--- src/rtl/restock_loader_if.sv ---
// Restock request handshake between a requester and the restock loader.
// The requester drives valid/product/qty; the loader answers with ready.
interface restock_loader_if #(
    parameter int QTY_W = 4
);
    logic             req_valid;
    logic [1:0]       req_product;
    logic [QTY_W-1:0] req_qty;
    logic             req_ready;

    modport master (
        output req_valid,
        output req_product,
        output req_qty,
        input  req_ready
    );

    modport slave (
        input  req_valid,
        input  req_product,
        input  req_qty,
        output req_ready
    );
endinterface

--- src/rtl/restock_loader.sv ---
// Restock loader: accepts a restock request, then adds units one at a time
// to the inventory through a single-cycle inc strobe, re-reading the stock
// before every unit so it never pushes a product above MAX_STOCK.
// Optional lifetime unit counter enabled with macro RESTOCK_AUDIT_EN;
// without it total_loaded reads as zero.
module restock_loader #(
    parameter int MAX_STOCK = 10,
    parameter int QTY_W     = 4
) (
    input  logic             clk,
    input  logic             rst,
    restock_loader_if.slave  req,
    input  logic [QTY_W-1:0] stock_in,
    output logic [1:0]       inc_product,
    output logic             inc,
    output logic             busy,
    output logic             done,
    output logic [QTY_W-1:0] loaded,
    output logic             clipped,
    output logic [7:0]       total_loaded
);

    localparam logic [QTY_W-1:0] MAX_Q = QTY_W'(MAX_STOCK);

    typedef enum logic [1:0] {
        IDLE,
        CHECK,
        PULSE,
        DONE
    } state_t;

    state_t           state;
    logic [QTY_W-1:0] remaining;

    // Request sequencing; every output is a register set on the edge that enters its state
    always_ff @(posedge clk or negedge rst) begin
        if (!rst) begin
            state         <= IDLE;
            req.req_ready <= 1'b0;
            inc_product   <= 2'd0;
            inc           <= 1'b0;
            busy          <= 1'b0;
            done          <= 1'b0;
            loaded        <= '0;
            clipped       <= 1'b0;
            remaining     <= '0;
        end else begin
            inc  <= 1'b0;
            done <= 1'b0;
            case (state)
                IDLE: begin
                    if (req.req_valid && req.req_ready) begin
                        inc_product   <= req.req_product;
                        remaining     <= req.req_qty;
                        loaded        <= '0;
                        clipped       <= 1'b0;
                        req.req_ready <= 1'b0;
                        if (req.req_qty == '0) begin
                            state <= DONE;
                            done  <= 1'b1;
                            busy  <= 1'b0;
                        end else begin
                            state <= CHECK;
                            busy  <= 1'b1;
                        end
                    end else begin
                        req.req_ready <= 1'b1;
                    end
                end
                CHECK: begin
                    if (remaining == '0) begin
                        state <= DONE;
                        done  <= 1'b1;
                        busy  <= 1'b0;
                    end else if (stock_in >= MAX_Q) begin
                        clipped <= 1'b1;
                        state   <= DONE;
                        done    <= 1'b1;
                        busy    <= 1'b0;
                    end else begin
                        state <= PULSE;
                        inc   <= 1'b1;
                    end
                end
                PULSE: begin
                    remaining <= remaining - QTY_W'(1);
                    loaded    <= loaded + QTY_W'(1);
                    state     <= CHECK;
                end
                DONE: begin
                    state         <= IDLE;
                    req.req_ready <= 1'b1;
                end
                default: begin
                    state <= IDLE;
                end
            endcase
        end
    end

`ifdef RESTOCK_AUDIT_EN
    // Lifetime count of units added, one per inc strobe, saturating at 255
    always_ff @(posedge clk or negedge rst) begin
        if (!rst) begin
            total_loaded <= 8'd0;
        end else if (inc && (total_loaded != 8'hFF)) begin
            total_loaded <= total_loaded + 8'd1;
        end
    end
`else
    assign total_loaded = 8'd0;
`endif

endmodule

--- src/flat_wrapper.sv ---
// flat-port wrapper written by rule: the top's interface ports become plain ports
module restock_loader_flat 
#(
    parameter int MAX_STOCK = 10,
    parameter int QTY_W     = 4
)
  (clk, rst, stock_in, inc_product, inc, busy, done, loaded, clipped, total_loaded, req_req_valid, req_req_product, req_req_qty, req_req_ready);
  restock_loader_if #(.QTY_W(QTY_W)) req_i ();
  input  logic clk;
  input  logic rst;
  input  logic [QTY_W-1:0] stock_in;
  output logic [1:0] inc_product;
  output logic inc;
  output logic busy;
  output logic done;
  output logic [QTY_W-1:0] loaded;
  output logic clipped;
  output logic [7:0] total_loaded;
  input wire logic [$bits(req_i.req_valid)-1:0] req_req_valid;
  input wire logic [$bits(req_i.req_product)-1:0] req_req_product;
  input wire logic [$bits(req_i.req_qty)-1:0] req_req_qty;
  output wire logic [$bits(req_i.req_ready)-1:0] req_req_ready;
  assign req_i.req_valid = req_req_valid;
  assign req_i.req_product = req_req_product;
  assign req_i.req_qty = req_req_qty;
  assign req_req_ready = req_i.req_ready;
  restock_loader #(.MAX_STOCK(MAX_STOCK), .QTY_W(QTY_W)) u_core (.clk(clk), .rst(rst), .req(req_i), .stock_in(stock_in), .inc_product(inc_product), .inc(inc), .busy(busy), .done(done), .loaded(loaded), .clipped(clipped), .total_loaded(total_loaded));
endmodule
--- config.mk ---
export PLATFORM = sky130hd
export DESIGN_NAME = restock_loader_flat
export DESIGN_NICKNAME = d
export VERILOG_FILES = /design/src/rtl/restock_loader_if.sv /design/src/rtl/restock_loader.sv /design/src/flat_wrapper.sv
export SDC_FILE = /design/constraint.sdc
export NUM_CORES = 1
export LEC_CHECK = 0
export CAP_MARGIN = 15
export CORE_MARGIN = 2
export CORE_UTILIZATION = 41
export DETAILED_ROUTE_END_ITERATION = 10
export PLACE_DENSITY_LB_ADDON = 0.2
export SETUP_SLACK_MARGIN = 0.3
export SLEW_MARGIN = 5
export SYNTH_ARGS = -nofsm -noshare
export SYNTH_HDL_FRONTEND = slang
export SYNTH_SLANG_ARGS = --single-unit
--- constraint.sdc ---
create_clock -name clk -period 1.49 [get_ports clk]
set_clock_uncertainty 0.1 [all_clocks]
set_input_delay 0.149 -clock clk [delete_from_list [all_inputs] [get_ports clk]]
set_output_delay 0.149 -clock clk [all_outputs]
set_load 0.02 [all_outputs]
After elaboration in Yosys (flattened, before gate mapping)
Index checks and enable logic that the tools add are counted.
{"block": "totals", "latchBits": 0, "register_bits": 17, "mem_bits_rw": 0, "word_cells": 58, "out_inout_bits": 19, "romBits": 0, "mem_count": 0, "in_bits": 13}
{"block": "classes", "mul": 0, "n_mux": 28, "add_sub_neg": 2, "n_shift": 0, "n_bitwise": 0, "n_div": 0, "n_lt_le_gt_ge": 1, "n_eq_ne": 7, "n_reduce_logical": 11}
{"op": "two-way mux 1 bit", "count": 16}
{"op": "case mux 4 bit (2 select lines)", "count": 2}
{"op": "zero test 4 bit", "count": 2}
{"op": "two-way mux 4 bit", "count": 2}
{"op": "case mux 1 bit (2 select lines)", "count": 4}
{"op": "case mux 2 bit (4 select lines)", "count": 1}
{"op": "two-way mux 2 bit", "count": 3}
{"op": "nonzero test 2 bit", "count": 3}
{"op": "adder 4 x 1 -> 4 bit, second input constant", "count": 1}
{"op": "equality test 2 bit, second input constant", "count": 2}
{"op": ">= comparator 4 bit, second input constant", "count": 1}
{"op": "inequality test 2 x 1 -> 1 bit, second input constant", "count": 2}
{"op": "AND reduction 2 bit", "count": 2}
{"op": "AND reduction 4 bit", "count": 1}
{"op": "subtractor 4 x 1 -> 4 bit, second input constant", "count": 1}
{"op": "inequality test 3 x 1 -> 1 bit, second input constant", "count": 1}
{"op": "AND reduction 3 bit", "count": 1}
{"op": "equality test 2 x 1 -> 1 bit, second input constant", "count": 1}
{"op": "zero test 2 bit", "count": 1}
{"op": "inequality test 2 bit, second input constant", "count": 1}
{"op": "logical AND 1 bit", "count": 1}

Logic depth before layout (Yosys ltp)
{"block": "logic_depth", "word_depth": 4, "mapped_depth": 6, "mapped_depth_nobuf": 5}

Worst setup path after synthesis
Ideal clock, no wire load.
{"block": "synth_timing", "path_kind": "register to register", "start": "register u_core.state[0]", "end": "register u_core.loaded[0]", "stages_incl_launch_ff": 6, "slack_ps": -47, "arrival_ps": 1313, "synth_period_minus_slack_ps": 1537, "t_required_ps": 1265, "setup_time_ps": 125, "path_buffers": 0, "cell_sequence": "dfrtp_1 > inv_1 > ha_1 > a21boi_4 > nor2_1 > mux2_2"}
{"block": "synth_between", "elab_chain_len": 3, "word_cells_on_any_way": 6, "classes_between": "eq/ne (2); mux (1); reduce/logical (3)"}
{"element": "start: declaration", "line_no": "restock_loader.sv:32", "rtl": "state_t state;"}
{"element": "start signal: assignment", "line_no": "restock_loader.sv:38", "rtl": "state <= IDLE;"}
{"element": "start signal: assignment", "line_no": "restock_loader.sv:59", "rtl": "state <= DONE;"}
{"element": "start signal: assignment", "line_no": "restock_loader.sv:63", "rtl": "state <= CHECK;"}
{"element": "zero test 2 bit or equality test 2 bit (tied branches)", "line_no": "restock_loader.sv:50", "rtl": "case (state)"}
{"element": "inequality test 2 x 1 -> 1 bit (no line) or nonzero test 2 bit (tied branches)"}
{"element": "AND reduction 2 bit (no line)"}
{"element": "end signal: assignment", "line_no": "restock_loader.sv:87", "rtl": "loaded <= loaded + QTY_W'(1);"}
{"element": "end: declaration", "line_no": "restock_loader.sv:18", "rtl": "output logic [QTY_W-1:0] loaded,"}
Several ways; a longest one is shown, not always the timed one.
A chain may end at the register's enable or synchronous reset.

Worst setup path after layout
{"block": "layout_timing", "start": "register u_core.state[1]", "end": "register u_core.state[1]"}
{"block": "layout_between", "elab_chain_len": 2, "word_cells_on_any_way": 6, "classes_between": "eq/ne (4); mux (1); reduce/logical (1)"}
{"element": "equality test 2 bit, or another cell as far along", "line_no": "restock_loader.sv:50"}
{"element": "case mux 2 bit (4 select lines) or inequality test 2 x 1 -> 1 bit (tied branches)"}
Several ways; a longest one is shown, not always the timed one.

==> run metrics <==
status=finished, violations left; failing checks=setup timing; Non-Filler Instances=195; die width=54.81 µm; Cell Area, Synth=1059 µm²; CTS buffer count=3; H-Tree Depth=1; Longest Clk Path Bufs=2; Reg-to-Reg End=u_core.state[1]; critical path class=reg2reg; row count=18; gr usage total=21.03%; first-pass GRT wire length=4409 µm; highest routed layer=met4; vias in the first global route=1,019; Crit Path Max Fanout=5; Setup violations, final=11; Final Power=3339 µW; sequential area share after synthesis=40.19%; fin worst setup slack=-0.1062 ns; Period minus WS final=1.596 ns; layout cells sized above 1=53.33%; fin. max-slew vios=0; antenna violations before repair=0; min-delay worst type=in2async; Final Wtd Congestion=0.8997; Iteration-0 DRC Markers=5; yosys warns=0; Initial Util=43.12%; Leak=~0.00078 µW; WHS=0.07329 ns; Worst Reg-to-Reg Cells=7; CTS tree=done; Mapped Cells=~110; Power Density=1945 nW/µm²; placed instance count=173; worst skew pair latency=0.29 ns; clock transition at the registers of the reported paths=about 0.11 ns; post-detail-place hpwl=between 1500 and 2000 µm; Die Area=approximately 3000 µm²; Worst Path Arrival=about 1.7 ns; IO Count=32; TritonRoute pass-1 iters=4; Yosys reg bits=17; Fin. Hold Viols=0; Chip Height=54.81 µm; Layout Nets=between 150 and 200; worst-case vdd ir drop=1279 µV; CTS Hold Bufs=0; M1 WL=1286 µm; Post-Route WL=2988 µm; Vias=1,013; WL per Instance=15.32 µm; wire length on met3=85 µm; Cell variety after synth=40; Remaining DRCs=0; largest net degree at the start of global routing=18; Clock Root Buffer=clkbuf_4; max cap viols=0; reg2reg setup slack=-0.11 ns; worst r2r src=u_core.state[1]; highest clock rate=roughly 0.63 GHz; I/O Buffers=22; Post-Syn Area per Cell=9.893 µm²; total gr overflow=0; area grow syn2layout=62.18%; setup tns final=-0.5684 ns; drt via density=just over 5; Final period util=107.1%; Critical Path Source Type=flop; Critical Path RT=1.62 ns; CP endpoint kind=flop; clk sinks=17; area of the core=2455 µm²; met2 wire length=1605 µm; RSZ-0062 raised after global routing=yes; antenna cell count=0; Post-DRT Antenna Nets=0
[Yosys cell counts]
master | count | area share [%]
a21boi_4 | 1 | 1.8
inv_1 | 8 | 2.8
o31a_2 | 1 | 0.95
a31o_2 | 1 | 0.83
a221oi_1 | 1 | 0.83
mux2_2 | 3 | 3.2
a21bo_1 | 1 | 0.95
o21ai_1 | 2 | 0.95
and3_1 | 1 | 0.59
or3b_4 | 1 | 1.1
nand3_1 | 5 | 2.4
a22oi_1 | 1 | 0.71
nor2_1 | 2 | 0.71
buf_2 | 3 | 1.4
o221ai_1 | 1 | 0.83
dfrtp_1 | 17 | 40
a21oi_1 | 3 | 1.4
a31oi_1 | 1 | 0.59
and4_1 | 2 | 1.7
mux2i_1 | 1 | 0.95
nand3_2 | 1 | 0.95
nor4_1 | 2 | 1.2
o31ai_1 | 2 | 1.4
and3_2 | 1 | 0.71
buf_4 | 8 | 5.7
nand4_1 | 2 | 1.2
nor2b_1 | 2 | 1.2
a22o_1 | 1 | 0.83
ha_1 | 7 | 8.3
and2b_1 | 1 | 0.71
nand2_1 | 4 | 1.4
o311ai_1 | 1 | 0.83
o21ai_0 | 8 | 3.8
a21bo_2 | 1 | 0.95
conb_1 | 1 | 0.35
and3b_1 | 1 | 0.83
nand2b_1 | 1 | 0.59
o311ai_0 | 1 | 0.83
nor3_1 | 4 | 1.9
nand4b_1 | 2 | 1.7
[cell usage in the layout, fill, tap and decap left out, types with 3 or more instances in the layout]
cell type         n
nor3_1            3
inv_2             4
clkdlybuf4s50_1  11
clkbuf_4          3
dfrtp_2           3
conb_1            8
buf_6            10
nand3_1           5
buf_2            10
ha_4              6
buf_4            27
o21ai_1           3
dfrtp_1          14
inv_1             4
o21ai_2           5
[routing by layer]
metal / vias to the layer above / global-route usage (%)
met5: - / 0
met4: 0 / 8.750
met3: 2 / 3.005
met2: 19 / 37.30
met1: 500 / 25.00
li1: 492 / -
[where the power goes]
group | leakage (µW) | switching, µW | internal (µW) | total, µW
sequential | 0.000206 | 132 | 651 | 783
combinational | 0.000560 | 1100 | 1210 | 2300
clock | 0.0000177 | 152 | 99.7 | 252
total | 0.000784 | 1380 | 1960 | 3340
[what timing repair did]
item	CTS	global route
gates resized for setup	63	25
setup buffers	7	11
endpoints found under the setup margin	28	23
pin swaps	12	7
[metrics by stage]
stage          util [%]  setup slack, ns  instance area [µm²]
2_1_floorplan         -        -0.009225                 1146
3_3_place_gp      59.12         -0.04485                 1451
3_5_place_dp      59.12          -0.1006                 1451
4_1_cts           64.73         -0.05514                 1589
5_1_grt           69.93          -0.1389                 1717
6_report          69.93          -0.1062                 1717
[worst max-delay path, cell delays in order, from the launching register on]
cell      delay, ns
dfrtp_2        0.45
inv_2          0.11
ha_4           0.16
a21boi_4       0.32
buf_4          0.18
buf_6          0.10
nand2_2        0.06
o21ai_2        0.05
[cell families (layout without fill, tap and decap cells)]
| logic type | Yosys count | count (layout) | synth area share (%) |
|---|---|---|---|
| buffers and inverters | 19 | 70 | 9.929 |
| flip-flops | 17 | 17 | 40.19 |
| other | 1 | 8 | 0.3543 |
| AO/OA/AOI/OAI | 27 | 27 | 18.44 |
| AND/OR/NAND/NOR | 32 | 32 | 18.68 |
| adder cells (fa/ha/maj) | 7 | 7 | 8.274 |
| multiplexers | 4 | 4 | 4.137 |
[area by class of cell]
class,count,area (µm²)
fill,195,738.2
multi-input combinational,78,716.9
timing repair buffer,58,475.5
sequential,17,429.2
tap,30,37.54
inverter,8,30.03
clock buffer,3,22.52
clock inverter,1,5.005
[flip-flops by register name, indices dropped and copies added (netlist names)]
| register | count |
|---|---|
| u_core.state | 2 |
| u_core.req.req_ready | 1 |
| u_core.clipped | 1 |
| u_core.inc_product | 2 |
| u_core.remaining | 4 |
| u_core.loaded | 4 |
| u_core.inc | 1 |
| u_core.busy | 1 |
| u_core.done | 1 |
[worst max path at each step]
| stage | cells after the start | from | to |
|---|---|---|---|
| 5_1_grt | 7 | u_core.state[1] | u_core.state[1] |
| 4_1_cts | 5 | u_core.remaining[1] | u_core.state[0] |
| 2_1_floorplan | 5 | u_core.remaining[0] | u_core.state[0] |
| 6_report | 7 | u_core.state[1] | u_core.state[1] |
| 3_3_place_gp | 5 | u_core.remaining[1] | u_core.state[0] |
| 3_5_place_dp | 5 | u_core.remaining[1] | u_core.state[0] |
Power figures use the tool's default switching activity.
